===== config.mk =====
export PLATFORM = sky130hd
export DESIGN_NAME = mdio_host_sequencer
export DESIGN_NICKNAME = d
export VERILOG_FILES = /design/src/rtl/mdio_pkg.sv /design/src/rtl/mdio_rr_arbiter.sv /design/src/rtl/mdio_host_sequencer.sv
export SDC_FILE = /design/constraint.sdc
export NUM_CORES = 1
export LEC_CHECK = 0
export CAP_MARGIN = 20
export CORE_MARGIN = 10
export CORE_UTILIZATION = 30
export CTS_CLUSTER_SIZE = 20
export DETAILED_ROUTE_END_ITERATION = 10
export DONT_BUFFER_PORTS = 1
export SLEW_MARGIN = 15
export SYNTH_ARGS = -nofsm -noshare
export SYNTH_HDL_FRONTEND = slang
export SYNTH_SLANG_ARGS = --single-unit

===== constraint.sdc =====
create_clock -name MDC -period 3.72 [get_ports MDC]
set_input_delay 1.116 -clock MDC [delete_from_list [all_inputs] [get_ports MDC]]
set_output_delay 1.116 -clock MDC [all_outputs]
set_load 0.01 [all_outputs]

===== src/rtl/mdio_pkg.sv =====
// -----------------------------------------------------------------------------
// mdio_pkg
// Shared definitions for the MDIO host sequencer:
//   - field widths (PHY address, register address, data word)
//   - frame constants: start bits, opcodes, write turnaround pattern
//   - per-phase reload values for the single bit counter
//   - sequencer state type
//   - mdio_header(): builds the 14-bit start/opcode/PHY/REG header
// -----------------------------------------------------------------------------
package mdio_pkg;

    localparam int PHY_W  = 5;
    localparam int REG_W  = 5;
    localparam int DATA_W = 16;
    localparam int HDR_W  = 14;

    localparam logic [1:0] ST       = 2'b01;
    localparam logic [1:0] OP_WRITE = 2'b01;
    localparam logic [1:0] OP_READ  = 2'b10;
    localparam logic [1:0] TA_WR    = 2'b10;

    // Each phase loads the index of its first (most significant) bit and
    // counts down to 0, so the counter doubles as the bit select.
    localparam logic [5:0] HDR_LOAD  = 6'(HDR_W - 1);
    localparam logic [5:0] TA_LOAD   = 6'd1;
    localparam logic [5:0] DATA_LOAD = 6'(DATA_W - 1);

    typedef enum logic [2:0] {
        S_IDLE = 3'd0,
        S_PRE  = 3'd1,
        S_HDR  = 3'd2,
        S_TA   = 3'd3,
        S_DATA = 3'd4,
        S_DONE = 3'd5
    } mdio_state_t;

    // Header in transmit order: bit 13 goes out first.
    function automatic logic [HDR_W-1:0] mdio_header(
        input logic             isWrite,
        input logic [PHY_W-1:0] phyAddr,
        input logic [REG_W-1:0] regAddr
    );
        return {ST, (isWrite ? OP_WRITE : OP_READ), phyAddr, regAddr};
    endfunction

endpackage


===== src/rtl/mdio_rr_arbiter.sv =====
// -----------------------------------------------------------------------------
// mdio_rr_arbiter
// Two-way round-robin arbiter. When both requesters are valid the one that
// was not served last wins; a lone valid requester always wins.
// Ports:
//   i_clk     - clock (MDC)
//   i_rst_n   - asynchronous active-low reset
//   i_valid   - request valids, bit n = requester n
//   i_enable  - arbitration allowed this cycle (sequencer idle)
//   o_grant   - one-hot grant, combinational, zero when disabled
// -----------------------------------------------------------------------------
module mdio_rr_arbiter (
    input  logic       i_clk,
    input  logic       i_rst_n,
    input  logic [1:0] i_valid,
    input  logic       i_enable,
    output logic [1:0] o_grant
);

    // Index of the requester served most recently. Resets to 1 so that
    // requester 0 wins the first contended arbitration.
    logic r_last;

    always_comb begin
        o_grant = 2'b00;
        if (i_enable) begin
            case (i_valid)
                2'b01:   o_grant = 2'b01;
                2'b10:   o_grant = 2'b10;
                2'b11:   o_grant = r_last ? 2'b01 : 2'b10;
                default: o_grant = 2'b00;
            endcase
        end
    end

    always_ff @(posedge i_clk or negedge i_rst_n) begin
        if (!i_rst_n) begin
            r_last <= 1'b1;
        end else if (o_grant != 2'b00) begin
            r_last <= o_grant[1];
        end
    end

endmodule


===== src/rtl/mdio_host_sequencer.sv =====
// -----------------------------------------------------------------------------
// mdio_host_sequencer
// MDIO (clause 22) management frame generator shared by two requesters.
// A granted request is serialised as: optional preamble of PRE_LEN ones,
// 14-bit header, 2-bit turnaround and 16 data bits, one bit per MDC cycle.
// Writes drive the whole frame; reads release the line for turnaround and
// data and shift MDIO_IN in at the end of each data cycle.
// Parameters:
//   PRE_LEN     - preamble length in bits (0..32)
// Ports:
//   MDC         - clock, all state changes on the rising edge
//   RESET       - asynchronous active-low reset
//   REQn_VALID  - requester n has a pending transaction
//   REQn_WRITE  - 1 = write, 0 = read
//   REQn_PHY    - PHY address
//   REQn_REG    - register address
//   REQn_WDATA  - write data
//   GNT         - one-cycle grant pulse, bit n = requester n
//   BUSY        - frame in progress (grant cycle through done cycle)
//   MDIO_OUT    - serial data toward the PHY (1 whenever not driving)
//   MDIO_OE     - drive enable for MDIO_OUT
//   MDIO_IN     - serial data from the PHY
//   RD_DATA     - result of the last completed read
//   DONE_VLD    - one-cycle completion pulse
//   DONE_ID     - requester the completion belongs to
// -----------------------------------------------------------------------------
module mdio_host_sequencer
    import mdio_pkg::*;
#(
    parameter int PRE_LEN = 0
) (
    input  logic              MDC,
    input  logic              RESET,
    input  logic              REQ0_VALID,
    input  logic              REQ0_WRITE,
    input  logic [PHY_W-1:0]  REQ0_PHY,
    input  logic [REG_W-1:0]  REQ0_REG,
    input  logic [DATA_W-1:0] REQ0_WDATA,
    input  logic              REQ1_VALID,
    input  logic              REQ1_WRITE,
    input  logic [PHY_W-1:0]  REQ1_PHY,
    input  logic [REG_W-1:0]  REQ1_REG,
    input  logic [DATA_W-1:0] REQ1_WDATA,
    output logic [1:0]        GNT,
    output logic              BUSY,
    output logic              MDIO_OUT,
    output logic              MDIO_OE,
    input  logic              MDIO_IN,
    output logic [DATA_W-1:0] RD_DATA,
    output logic              DONE_VLD,
    output logic              DONE_ID
);

    localparam bit         HAS_PRE  = (PRE_LEN > 0);
    localparam logic [5:0] PRE_LOAD = HAS_PRE ? 6'(PRE_LEN - 1) : 6'd0;

    mdio_state_t       r_state;
    logic [5:0]        r_cnt;
    logic [1:0]        r_gnt;
    logic              r_id;
    logic              r_write;
    logic [PHY_W-1:0]  r_phy;
    logic [REG_W-1:0]  r_regAddr;
    logic [DATA_W-1:0] r_wdata;
    logic [DATA_W-2:0] r_rxShift;
    logic [DATA_W-1:0] r_rdData;

    logic              w_idle;
    logic [1:0]        w_grant;
    logic              w_grantAny;
    logic              w_selWrite;
    logic [PHY_W-1:0]  w_selPhy;
    logic [REG_W-1:0]  w_selReg;
    logic [DATA_W-1:0] w_selWdata;
    logic [HDR_W-1:0]  w_hdr;
    logic              w_oe;
    logic              w_bit;
    logic              w_cntZero;

    assign w_idle     = (r_state == S_IDLE);
    assign w_grantAny = (w_grant != 2'b00);
    assign w_cntZero  = (r_cnt == 6'd0);
    assign w_hdr      = mdio_header(r_write, r_phy, r_regAddr);

    // Arbitration only happens while idle, which also guarantees that valid
    // changes during a frame cannot disturb it.
    mdio_rr_arbiter u_arb (
        .i_clk    (MDC),
        .i_rst_n  (RESET),
        .i_valid  ({REQ1_VALID, REQ0_VALID}),
        .i_enable (w_idle),
        .o_grant  (w_grant)
    );

    // Select the winning requester's fields for capture on the grant edge.
    always_comb begin
        w_selWrite = REQ0_WRITE;
        w_selPhy   = REQ0_PHY;
        w_selReg   = REQ0_REG;
        w_selWdata = REQ0_WDATA;
        if (w_grant[1]) begin
            w_selWrite = REQ1_WRITE;
            w_selPhy   = REQ1_PHY;
            w_selReg   = REQ1_REG;
            w_selWdata = REQ1_WDATA;
        end
    end

    // Frame sequencing. The single counter holds the index of the bit being
    // sent in the current phase and is reloaded whenever the phase changes.
    always_ff @(posedge MDC or negedge RESET) begin
        if (!RESET) begin
            r_state <= S_IDLE;
            r_cnt   <= 6'd0;
        end else begin
            case (r_state)
                S_IDLE: begin
                    if (w_grantAny) begin
                        if (HAS_PRE) begin
                            r_state <= S_PRE;
                            r_cnt   <= PRE_LOAD;
                        end else begin
                            r_state <= S_HDR;
                            r_cnt   <= HDR_LOAD;
                        end
                    end
                end
                S_PRE: begin
                    if (w_cntZero) begin
                        r_state <= S_HDR;
                        r_cnt   <= HDR_LOAD;
                    end else begin
                        r_cnt <= r_cnt - 6'd1;
                    end
                end
                S_HDR: begin
                    if (w_cntZero) begin
                        r_state <= S_TA;
                        r_cnt   <= TA_LOAD;
                    end else begin
                        r_cnt <= r_cnt - 6'd1;
                    end
                end
                S_TA: begin
                    if (w_cntZero) begin
                        r_state <= S_DATA;
                        r_cnt   <= DATA_LOAD;
                    end else begin
                        r_cnt <= r_cnt - 6'd1;
                    end
                end
                S_DATA: begin
                    if (w_cntZero) begin
                        r_state <= S_DONE;
                    end else begin
                        r_cnt <= r_cnt - 6'd1;
                    end
                end
                S_DONE: begin
                    r_state <= S_IDLE;
                    r_cnt   <= 6'd0;
                end
                default: begin
                    r_state <= S_IDLE;
                    r_cnt   <= 6'd0;
                end
            endcase
        end
    end

    // The grant pulse lands in the first frame cycle, alongside the
    // captured transaction fields.
    always_ff @(posedge MDC or negedge RESET) begin
        if (!RESET) begin
            r_gnt     <= 2'b00;
            r_id      <= 1'b0;
            r_write   <= 1'b0;
            r_phy     <= '0;
            r_regAddr <= '0;
            r_wdata   <= '0;
        end else begin
            r_gnt <= w_grant;
            if (w_grantAny) begin
                r_id      <= w_grant[1];
                r_write   <= w_selWrite;
                r_phy     <= w_selPhy;
                r_regAddr <= w_selReg;
                r_wdata   <= w_selWdata;
            end
        end
    end

    // Read data is sampled on the edge ending each data cycle. The final bit
    // bypasses the shifter so RD_DATA is complete on entry to DONE, and the
    // shifter only needs to hold the first fifteen bits.
    always_ff @(posedge MDC or negedge RESET) begin
        if (!RESET) begin
            r_rxShift <= '0;
            r_rdData  <= '0;
        end else if ((r_state == S_DATA) && !r_write) begin
            r_rxShift <= {r_rxShift[DATA_W-3:0], MDIO_IN};
            if (w_cntZero) begin
                r_rdData <= {r_rxShift, MDIO_IN};
            end
        end
    end

    // Serial output: the header and data bits are picked directly by the
    // counter; reads release the line from turnaround onward.
    always_comb begin
        w_oe  = 1'b0;
        w_bit = 1'b1;
        case (r_state)
            S_PRE: begin
                w_oe  = 1'b1;
                w_bit = 1'b1;
            end
            S_HDR: begin
                w_oe  = 1'b1;
                w_bit = w_hdr[r_cnt[3:0]];
            end
            S_TA: begin
                w_oe  = r_write;
                w_bit = TA_WR[r_cnt[0]];
            end
            S_DATA: begin
                w_oe  = r_write;
                w_bit = r_wdata[r_cnt[3:0]];
            end
            default: begin
                w_oe  = 1'b0;
                w_bit = 1'b1;
            end
        endcase
    end

    assign MDIO_OE  = w_oe;
    assign MDIO_OUT = w_oe ? w_bit : 1'b1;
    assign GNT      = r_gnt;
    assign BUSY     = !w_idle;
    assign RD_DATA  = r_rdData;
    assign DONE_VLD = (r_state == S_DONE);
    assign DONE_ID  = r_id;

endmodule


Yosys cells after proc, flatten, opt, wreduce, memory -nomap -nowiden
Index checks and enable logic that the tools add are counted.
W data, S select, Z words.
- reductions and logical operators: 11
- equal/unequal tests: 14
- $add $sub $neg: 1
- multiplexer cells: 29
- order comparisons: 2
- operators by type and width (operator ; number):
    $mux W6 ; 5
    $pmux W6 S5 ; 1
    $mux W16 ; 1
    $mux W3 ; 5
    $pmux W3 S5 ; 1
    $mux W5 ; 2
    $ne A2 B2 Y1 const B ; 5
    $bmux W1 S4 ; 2
    $eq A3 B2 Y1 const B ; 2
    $eq A3 B3 Y1 const B ; 2
    $logic_not A6 Y1 ; 1
    $mux W1 ; 6
    $mux W2 ; 3
    $pmux W2 S3 ; 1
    $sub A6 B1 Y6 const B ; 1
    $lt A4 B5 Y1 const B ; 1
    $reduce_and A5 Y1 ; 1
    $eq A2 B2 Y1 const B ; 2
    $reduce_and A2 Y1 ; 2
    $reduce_or A2 Y1 ; 2
    $eq A3 B1 Y1 const B ; 1
    $logic_not A3 Y1 ; 1
    $pmux W1 S3 ; 1
    $eq A2 B1 Y1 const B ; 1
    other kinds (6) ; 7
- bits in registers: 71
- logic and storage cells: 68
- input port bits: 59

Logic depth before layout (Yosys ltp)
- depth after elaboration: 6
- depth in mapped cells: 8

By module
A second synthesis with hierarchy kept.
- cell total of the unflattened synthesis: 315
- area, all modules: 3548.4 um^2
- modules (own cells, without submodules) (module ; times used ; area each (um^2) ; cells an instance):
    mdio_host_sequencer ; 1 ; 3485.8 ; 307
    mdio_rr_arbiter ; 1 ; 62.6 ; 8

Worst setup path after synthesis
Ideal clock, no wire load.
- path kind: flip-flop to output port
- from: register r_cnt[0]
- to: output MDIO_OUT
- cell stages (with the launch flop): 6
- setup slack: 0.962 ns
- arrival: 1.642 ns
- data required time: 2.604 ns
- path through: dfrtp_1 > clkbuf_1 > mux4_2 > nor3_1 > a41oi_1 > a211o_1
- cells in the longest elaborated chain, start to end: 4
- elaborated cells between the ends (all ways): 8
- RTL lines (element ; line ; RTL):
    from (decl) ; mdio_host_sequencer.sv:58 ; logic [5:0] r_cnt;
    from (signal assigned) ; mdio_host_sequencer.sv:133 ; r_cnt <= r_cnt - 6'd1;
    from (signal assigned) ; mdio_host_sequencer.sv:141 ; r_cnt <= r_cnt - 6'd1;
    from (signal assigned) ; mdio_host_sequencer.sv:149 ; r_cnt <= r_cnt - 6'd1;
    $bmux W1 S4 (tied with other cells) ; mdio_host_sequencer.sv:228 ; w_bit = r_wdata[r_cnt[3:0]];
    $mux W1, on equally long branches ; mdio_host_sequencer.sv:228, mdio_host_sequencer.sv:220, mdio_host_sequencer.sv:224 ;
    $pmux W1 S3 (*) ; mdio_host_sequencer.sv:213 ; case (r_state)
    $mux W1 (*) ; mdio_host_sequencer.sv:238 ; assign MDIO_OUT = w_oe ? w_bit : 1'b1;
    to (decl) ; mdio_host_sequencer.sv:46 ; output logic MDIO_OUT,
Mark *: on every way between the ends. The rest lies on a longest branch, timed or not. The select of a mux whose other input is x is not followed.

Final worst setup path
- from: register r_cnt[1]
- to: output MDIO_OUT
- cells in the longest elaborated chain, start to end: 4
- elaborated cells between the ends (all ways): 6
- RTL lines (element ; line):
    $bmux W1 S4, on equally long branches ; mdio_host_sequencer.sv:228, mdio_host_sequencer.sv:220
    $mux W1, on equally long branches ; mdio_host_sequencer.sv:228, mdio_host_sequencer.sv:220
    $pmux W1 S3 (*) ; mdio_host_sequencer.sv:213
    $mux W1 (*) ; mdio_host_sequencer.sv:238
Marked as above.

==> metrics.txt <==
drt wl/cell=16.9 um; Post-Synthesis Cell Area=3470 um2; vias per cell=4.99; setup TNS=0 ns; Sink Count=71; Slew @ Worst Pin=0.926 ns; post-layout net count=360; Synth Register Bits=71; RSZ-0062 raised after global routing=no; Post-Synthesis Cells=307; GRT Util Overall=9.61%; post-DP HPWL=5480 um; count leader, synth=dfrtp_1; drt drc=0; Worst setup EP type=output port; synthesized area per cell=11.3 um2; final hold violations=0; largest net degree at the start of global routing=72; # setup viols final=0; root buf cell=clkbuf_16; Clock Skews=0.00713 ns; post-CTS setup buffers=0; fraction of registers with async set or reset after synthesis=100%; CTS tree=yes; Max Fclk=0.287 GHz; global-route wire length before repair=12,600 um; Clock Pin Slew Worst Setup and Hold Paths=0.06 ns; power density cells=748 nW/um2; Tmin final=3.48 ns; Synth cell types=47; initial antenna violation count=0; Synth area leaders=dfrtp_1, mux2i_1, mux2_2; maximum VDD drop=0.322 mV; Synth Flop Type=dfrtp_1; Critical Path Start Type=flop; GRT overflow=0; storage element area=1780 um2; sequential-to-total area share from yosys stat=51.2%; WP data arrival=2.37 ns; period utilization=93.7%; routed wire length=7570 um; Worst Path Max Fanout=14; maxcap violations=0; YS warnings=0; r2r worst-path depth=4; Final Worst Setup Slack=0.236 ns; commonest cells in the netlist=dfrtp_1, nand2_1, o21ai_0; FP Rows=39; worst skew pair latency=0.33 ns; worst r2r src=r_state[2]; PortBufs=0; Initial Util=30.5%; Critical Path RT=2.60 ns; top cell type's share of synthesized area=50.5%; fillers=1,140; Multi-input gate area=1580 um2; Rel. slew slack=38.2%; leak pwr=1.97 nW; antenna diode count=0; clk buf depth=2; cell taking the most area after synthesis=dfrtp_1; initial DRC count=100; WHS=0.465 ns; die height=128 um; Hold Path Class=in -> async; Horiz. Die Dim=128 um; H-tree levels=3; core area=11,400 um2; total power=0.00291 W; CTS Buf Count=9; Pre-antenna DRT Iters=4; io pins=82; RR Endpoint=r_wdata[3]; share of post-route cells with drive strength above 1=16.8%; Place WS=0.567 ns; Post-synth EDFFs=0; Setup CP Type=reg -> out; vias in the first global route=2,492; detailed-route via count=2,232; Die ar.=16,300 um2; area delta synth->final=12.1%; reg2reg setup slack=1.15 ns; status=complete, no violations; Final Max Slew Viols=0; Syn Nets=367; Final Wtd Congestion=0.792; CTS Hold Buffers Added=0; Routed Antenna Nets=0; Post-CTS Resized=0
==> layout make-up <==
| type | instances | area share [%] |
|---|---|---|
| Tap cell | 143 | 4.60 |
| Clock inverter | 5 | 2.09 |
| Inverter | 8 | 0.772 |
| Timing Repair Buffer | 1 | 0.193 |
| Sequential cell | 71 | 45.7 |
| Multi-Input combinational cell | 209 | 40.5 |
| Clock buffer | 10 | 6.14 |
==> where the power goes <==
part	leakage [nW]	switching [W]	total (W)	internal (W)
registers	0.923	0.000230	0.00121	0.000978
clock network	0.155	0.000321	0.000923	0.000602
logic	0.892	0.000387	0.000778	0.000391
total	1.97	0.000937	0.00291	0.00197
==> worst max path at each step <==
stage / startpoint / endpoint / slack (ns) / cells after the start
floorplan: r_cnt[0] / MDIO_OUT / 0.96 / 5
global placement: r_cnt[1] / MDIO_OUT / 0.60 / 5
detailed placement: r_cnt[1] / MDIO_OUT / 0.57 / 5
CTS: r_cnt[1] / MDIO_OUT / 0.21 / 5
global route: r_cnt[1] / MDIO_OUT / 0.14 / 5
finish: r_cnt[1] / MDIO_OUT / 0.24 / 5
==> critical path, stage by stage, from the launching register on <==
cell,delay [ns]
dfrtp_1,0.65
mux4_1,0.62
mux2_2,0.28
nand2_1,0.07
a21oi_1,0.08
a211o_1,0.34
==> cell usage in the layout, fill, tap and decap left out, types with 2 or more instances in the layout <==
master and instances:
mux2_2 25, nor2_1 7, a21oi_1 7, clkbuf_16 9, mux4_1 3, mux2_1 10, mux2i_1 29, bufinv_16 2
nor3_2 2, o21ai_0 30, o31ai_1 2, xnor2_1 4, nand2b_1 4, o22ai_1 2, inv_1 8, dfrtp_1 70
nand2_1 44, nor3_1 5, o311a_1 2, a31oi_1 2, nor2b_1 2, nand3_1 7
==> per-layer routing <==
layer,vias up,global-route usage [%],wire length [um]
met5,-,0,0
met1,1093,11.1,3250
li1,1070,-,-
met2,62,15.6,3750
met4,0,4.62,116
met3,7,3.31,452
==> through the flow <==
step | instance area, um2 | cells | utilization [%]
final | 3890 | 447 | 34.2
after floorplan | 3470 | 307 | -
after global placement | 3570 | 432 | 31.4
after detailed placement | 3570 | 432 | 31.4
after global routing | 3890 | 447 | 34.2
after CTS | 3890 | 447 | 34.2
==> sequential cells by signal, summed over array words and instances, names as in the netlist <==
register      count
r_regAddr         5
GNT               2
r_rxShift        15
r_wdata          16
u_arb.r_last      1
r_state           3
DONE_ID           1
r_phy             5
RD_DATA          16
r_cnt             6
r_write           1
==> logic make-up after synthesis <==
logic type	share of synthesized area [%]
flops	51.2
fa+ha+maj	0.361
compound gates	9.59
simple gates	11.3
mux	22.6
buf+inv	3.82
xor+xnor	1.01
Note: power is estimated with default switching activity, not from simulation.
